### src/rtl/pc_stack_unit.sv
// Parametrised program counter with a hardware return-address stack.
// Updates on the falling clock edge; strobe priority call > ret > load > rel > inc.
module pc_stack_unit #(
  parameter int PC_WIDTH     = 6,
  parameter int BUS_WIDTH    = 16,
  parameter int STACK_DEPTH  = 4,
  parameter int RESET_VECTOR = 0
) (
  input  logic                 clk,
  input  logic                 rst_n,
  input  logic                 pcload,
  input  logic                 pcinc,
  input  logic                 pcrel,
  input  logic                 pccall,
  input  logic                 pcret,
  input  logic                 err_clr,
  input  logic [BUS_WIDTH-1:0] bus,
  output logic [PC_WIDTH-1:0]  pc_out,
  output logic                 stack_full,
  output logic                 stack_empty,
  output logic                 stack_ovf,
  output logic                 stack_unf
);

  localparam int CW = $clog2(STACK_DEPTH + 1);
  localparam int AW = $clog2(STACK_DEPTH);

  logic [PC_WIDTH-1:0] pc_reg, pc_next;
  logic [CW-1:0]       count_reg, count_next;
  logic                ovf_reg, ovf_next;
  logic                unf_reg, unf_next;
  logic                push;
  logic [PC_WIDTH-1:0] stack_reg [STACK_DEPTH];

  logic [PC_WIDTH-1:0] bus_pc;
  logic [PC_WIDTH-1:0] pc_plus1;
  logic [AW-1:0]       wr_idx;
  logic [AW-1:0]       rd_idx;
  logic                bus_unused;

  assign bus_pc     = bus[PC_WIDTH-1:0];
  assign bus_unused = ^bus;
  assign pc_plus1   = pc_reg + PC_WIDTH'(1);
  // count is below STACK_DEPTH whenever a push happens and nonzero on a pop
  assign wr_idx     = AW'(count_reg);
  assign rd_idx     = AW'(count_reg - CW'(1));

  assign stack_full  = (count_reg == CW'(STACK_DEPTH));
  assign stack_empty = (count_reg == CW'(0));
  assign pc_out      = pc_reg;
  assign stack_ovf   = ovf_reg;
  assign stack_unf   = unf_reg;

  always_comb begin
    pc_next    = pc_reg;
    count_next = count_reg;
    ovf_next   = ovf_reg & ~err_clr;
    unf_next   = unf_reg & ~err_clr;
    push       = 1'b0;
    if (pccall) begin
      if (stack_full) begin
        ovf_next = 1'b1;
      end else begin
        push       = 1'b1;
        count_next = count_reg + CW'(1);
        pc_next    = bus_pc;
      end
    end else if (pcret) begin
      if (stack_empty) begin
        unf_next = 1'b1;
      end else begin
        pc_next    = stack_reg[rd_idx];
        count_next = count_reg - CW'(1);
      end
    end else if (pcload) begin
      pc_next = bus_pc;
    end else if (pcrel) begin
      // two's complement offset: modular add of the raw field is the signed add
      pc_next = pc_reg + bus_pc;
    end else if (pcinc) begin
      pc_next = pc_plus1;
    end
  end

  always_ff @(negedge clk or negedge rst_n) begin
    if (!rst_n) begin
      pc_reg    <= PC_WIDTH'(RESET_VECTOR);
      count_reg <= '0;
      ovf_reg   <= 1'b0;
      unf_reg   <= 1'b0;
    end else begin
      pc_reg    <= pc_next;
      count_reg <= count_next;
      ovf_reg   <= ovf_next;
      unf_reg   <= unf_next;
    end
  end

  // Entry storage carries no reset; count alone defines which entries are live.
  always_ff @(negedge clk) begin
    if (push && rst_n) begin
      stack_reg[wr_idx] <= pc_plus1;
    end
  end

endmodule

### config.mk
export PLATFORM = sky130hd
export DESIGN_NAME = pc_stack_unit
export DESIGN_NICKNAME = d
export VERILOG_FILES = /design/src/rtl/pc_stack_unit.sv
export SDC_FILE = /design/constraint.sdc
export NUM_CORES = 1
export LEC_CHECK = 0
export BUFFER_PORTS_ARGS = -buffer_cell sky130_fd_sc_hd__buf_4
export CELL_PAD_IN_SITES_DETAIL_PLACEMENT = 0
export CELL_PAD_IN_SITES_GLOBAL_PLACEMENT = 1
export CORE_ASPECT_RATIO = 0.7
export CORE_MARGIN = 2
export CORE_UTILIZATION = 45
export CTS_CLUSTER_DIAMETER = 100
export CTS_CLUSTER_SIZE = 14
export DETAILED_ROUTE_END_ITERATION = 12
export PLACE_DENSITY = 0.87
export REMOVE_ABC_BUFFERS = 1
export SKIP_CTS_REPAIR_TIMING = 1
export SLEW_MARGIN = 40
export SYNTH_ARGS = -nofsm -noshare
export SYNTH_HDL_FRONTEND = slang
export SYNTH_SLANG_ARGS = --single-unit
### constraint.sdc
create_clock -name clk -period 4.1 [get_ports clk]
set_clock_uncertainty 0.2 [all_clocks]
set_input_delay 0.205 -clock clk [delete_from_list [all_inputs] [get_ports clk]]
set_output_delay 0.205 -clock clk [all_outputs]
set_load 0.01 [all_outputs]
Word-level counts from Yosys, hierarchy flattened

Memories as Yosys holds them, arrays and structs flattened.
Cells that the tools add are included.

Reduce and logical (&&, ||, !) cells: 6
Add/subtract/negate cells: 4
Mux-type cells: 20
Bitwise operators: 3
Equal/unequal tests: 4

Operator list:

| operator            | number |
|---|---|
| $mux 6              | 7 |
| $mux 3              | 4 |
| $mux 1              | 9 |
| $add 6x1->6 const B | 1 |
| $add 6x6->6         | 1 |
| $reduce_and 3->1    | 2 |
| $reduce_bool 5->1   | 1 |
| $ne 2x2->1 const B  | 2 |
| $add 3x1->3 const B | 1 |
| $eq 3x3->1 const B  | 1 |
| $logic_not 3->1     | 1 |
| $ne 3x3->1 const B  | 1 |
| $sub 3x1->3 const B | 1 |
| $and 1x1->1         | 2 |
| $reduce_bool 2->1   | 1 |
| $logic_and 1x1->1   | 1 |
| $not 1->1           | 1 |

Logic and storage cells: 42
Memories kept: 1
Flip-flop bits (word level): 11
Memory bits (writable): 24

Memories:

| memory    | depth | width | rd ports | clocked after memory_dff | wr ports | line | text |
|---|---|---|---|---|---|---|---|
| stack_reg | 4     | 6     | 1        | 0                        | 1        | 33   | `logic [PC_WIDTH-1:0] stack_reg [STACK_DEPTH];` |

Logic depth before layout (Yosys ltp)

Depth after elaboration: 6
Depth in mapped cells: 10
Mapped depth without buffers: 8

==> results.md <==
- The run finished with clean final reports.
- In the final layout, the share of cells above drive strength 1 is 0.225.
- The critical path class is reg2out.
- The setup slack after placement is -21.9 ps.
- The floorplan step defined a core boundary enclosing 4300 µm².
- The post-synthesis cell type count is 41.
- In this run the power density over the cells is 641 nW/µm².
- The final hold violation count is 0.
- The register with the most flip-flops in the layout has 24 of them.
- The initial utilization of the core area, before any placement, comes to 0.464.
- The total cell area at the placement stage is 2270 µm².
- The die boundary height is 59.7 µm.
- The transition time at the pin with the least slew margin is 454 ps.
- The row count is 20.
- STA classifies the critical path endpoint as a primary output.
- For this design the static power due to leakage is 0.00110 µW.
- The DRC violation total after the first TritonRoute iteration is 73.
- The number of endpoints failing setup at the final stage is 0.
- The average instance in the mapped netlist occupies 11.5 µm².
- The largest individual stage delay along the critical path comes from the cell sky130_fd_sc_hd__dfrtn_1.
- The part of the Yosys area used for sequential elements is 0.499.
- The remaining max-slew budget at the tightest pin is 0.695.
- The floorplan step defined a die boundary enclosing 4990 µm².
- Compared with the post-synthesis result, the final layout area differs by 23.1%.
- Walking the worst path, the cells encountered are inv_1 -> ha_1 -> ha_1 -> buf_4.
- The number of nets in the layout is 267.
- The tool flagged a number of max-cap violations equal to 0.
- Across all setup checks in the final design, the least slack found is 211 ps.
- The antenna diode count is 0.
- Buffers inserted during clock tree synthesis total 5.
- The cell that appears most often on the critical path is sky130_fd_sc_hd__ha_1.
- The number of buffers and inverters on the critical path is 2.
- After detailed routing, the average wire length per cell comes to 16.1 µm.
- For this run, the total global-route usage over all layers was measured as 0.204.
- The switching component of the power is 609 µW.
- The width of the die is 83.6 µm.
- Of all nets on the critical path, the largest fanout is 3.
- The first global-routing pass estimated 7560 µm of wire.
- During placement, the flow inserted port buffers numbering 23.
- The count of unresolved DRC violations after routing is 0.
- The count of nets left with antenna violations once routing finished came out at 0.
- The cell area after synthesis is 2000 µm².
- Data on the critical path is required at its endpoint by 3690 ps.
- Setup repair after global routing left no endpoint under its margin.
- The number of pins with negative max-slew slack in the final report came to 0.
- Of the total power, the share spent switching nets is 0.387.
- Grouping stages by cell kind, the critical path spends the most delay in adder cells.
- After filler insertion, the fill cell instance count of the layout stands at 398.
- Data on the critical path arrives at its endpoint at 3480 ps.
- The share of total power in combinational logic is 0.413.
- The peak supply drop is 0.335 mV.
- The average vias per placed instance is 5.43.
- The initial antenna violation count is 0.
- The category of the worst setup path launch point is a flip-flop.
- The total number of clock tree sinks is 35.
- The clock-pin transition on the worst setup and hold timing paths is 60 ps.
- Measured on the finished design, the core utilization comes to 0.571.
- The clock tree root driver cell is sky130_fd_sc_hd__clkbuf_8.
- The congestion estimate from routability-driven global placement came to 0.889.
- The total number of yosys warnings is 0.
- The largest single stage delay on the critical path is 440 ps.
- The number of global-route vias before repair is 1,627.
- The summed area of non-filler cells in the final layout is 2460 µm².
- The clock latency of the later-clocked register in the worst-skew pair is 360 ps.
- The total routed wirelength is 4590 µm.
- The overall overflow remaining after global route is 0.
- Pin placement for this block handled 34 I/O pins.
- The worst hold margin is 261 ps.
- The class of the tightest hold or removal check is reg2reg.
- The clock tree from TritonCTS is built.
- The routed via count is 1,554.
- The register bit total from synthesis is 35.
- The internal power consumption is 966 µW.
- Entering global routing, the biggest net connects 16 pins.
- The clock passes through at most 2 buffers.
- The portion of total power attributed to the clock network is 0.230.
- The detailed-router iteration count before antenna repair is 5.
- Of the total power, registers draw 0.357.
- The H-tree depth reported by CTS is 2.
- The number of cells produced by synthesis is 173.
- The wire-length estimate of the detail-placed layout is 3530 µm.
[through the flow]
stage / setup TNS [ps] / std cells / total power [µW]
after CTS: 0 / 286 / 1600
final: 0 / 286 / 1570
after floorplan: 0 / 166 / 1010
after detailed placement: -37.2 / 255 / 1260
after global placement: 0 / 255 / 1220
after global routing: 0 / 286 / 1710
[cells by family after synthesis]
kind of cell    count (synthesis)  share of synthesized area
fa+ha+maj                      13                     0.0853
compound gates                 33                      0.115
simple gates                   55                      0.139
flops                          35                      0.499
xor+xnor                        9                     0.0395
buf+inv                        21                     0.0495
mux                             7                     0.0727
[placed cells by master, fill, tap and decap left out, types with 2 or more instances in the layout]
cell                        n
sky130_fd_sc_hd__buf_4     34
sky130_fd_sc_hd__nand2b_1   3
sky130_fd_sc_hd__xnor2_1    6
sky130_fd_sc_hd__o31ai_1    3
sky130_fd_sc_hd__a21oi_1    8
sky130_fd_sc_hd__edfxtp_1  24
sky130_fd_sc_hd__mux4_2     6
sky130_fd_sc_hd__o22ai_1    3
sky130_fd_sc_hd__nor3b_1    3
sky130_fd_sc_hd__nand2_1    9
sky130_fd_sc_hd__nor2_1    19
sky130_fd_sc_hd__xor2_1     3
sky130_fd_sc_hd__o21ai_0    6
sky130_fd_sc_hd__dfrtn_1   11
sky130_fd_sc_hd__inv_1     37
sky130_fd_sc_hd__o211ai_1   2
sky130_fd_sc_hd__and3_1     6
sky130_fd_sc_hd__ha_1      12
sky130_fd_sc_hd__nor3_1     4
sky130_fd_sc_hd__nand3_1    3
sky130_fd_sc_hd__clkbuf_8   5
sky130_fd_sc_hd__a211oi_1   2
sky130_fd_sc_hd__nor2b_1    3
[metal layers]
| layer | wire length (µm) | vias to the layer above | global-route usage |
|---|---|---|---|
| li1 | - | 742 | - |
| met1 | 2190 | 758 | 0.277 |
| met2 | 2150 | 52 | 0.327 |
| met3 | 234 | 2 | 0.0525 |
| met4 | 10 | 0 | 0.0668 |
| met5 | 0 | - | 0 |
[cell usage after synthesis (all sizes together)]
cell	instances	area, µm²
buf	4	35.0
a22o	1	8.76
ha	12	150
mux2i	1	10.0
nand3	3	15.0
a32o	1	10.0
edfxtp	24	721
a21oi	9	48.8
a31oi	1	6.26
nand2	9	33.8
clkbuf	3	11.3
and3	6	37.5
inv	14	52.6
o21ai	6	30.0
o211ai	2	15.0
o22ai	3	18.8
o31ai	3	22.5
fa	1	20.0
o31a	1	8.76
nor4	1	6.26
nor2	19	71.3
xnor2	6	52.6
and2	1	6.26
a211oi	3	35.0
a21boi	1	7.51
or3	2	17.5
mux4	6	135
a221o	1	10.0
xor2	3	26.3
nor2b	3	18.8
dfrtn	11	275
nor3b	3	22.5
a21o	1	7.51
nand2b	3	18.8
nor3	5	30.0
[path summary, 6_finish.rpt]
path	startpoint	endpoint	slack (ps)	depth (start not counted)
max in group asynchronous	rst_n	count_reg[1]	2020	1
min reg2reg	stack_unf	stack_unf	260	1
max	count_reg[1]	stack_empty	210	4
min in group asynchronous	rst_n	pc_out[5]	1480	1
min	stack_unf	stack_unf	260	1
max reg2reg	pc_out[0]	pc_out[4]	1680	8
[area by class of cell]
class	instances	area, µm²	share of cell area
Multi-Input combinational cell	117	901	0.367
Sequential cell	35	996	0.405
Timing Repair Buffer	34	255	0.104
Clock buffer	5	68.8	0.0280
Tap cell	55	68.8	0.0280
Clock inverter	27	119	0.0484
Inverter	13	48.8	0.0199
[worst register-to-register path, cell delays in order, from the launching register on]
cell and delay (ps):
sky130_fd_sc_hd__dfrtn_1 570, sky130_fd_sc_hd__ha_1 250, sky130_fd_sc_hd__inv_1 60, sky130_fd_sc_hd__fa_1 370, sky130_fd_sc_hd__nand2b_1 160, sky130_fd_sc_hd__a21oi_1 230
sky130_fd_sc_hd__xor2_1 100, sky130_fd_sc_hd__a21boi_0 210, sky130_fd_sc_hd__o22ai_1 110
[power groups by stage]
stage               registers [µW]  clock network [µW]  logic, µW
floorplan                      576                36.6        400
global placement               561                36.6        621
detailed placement             567                36.6        656
CTS                            562                 374        659
global route                   571                 411        723
finish                         563                 362        651
(Power assumes the default switching activity.)
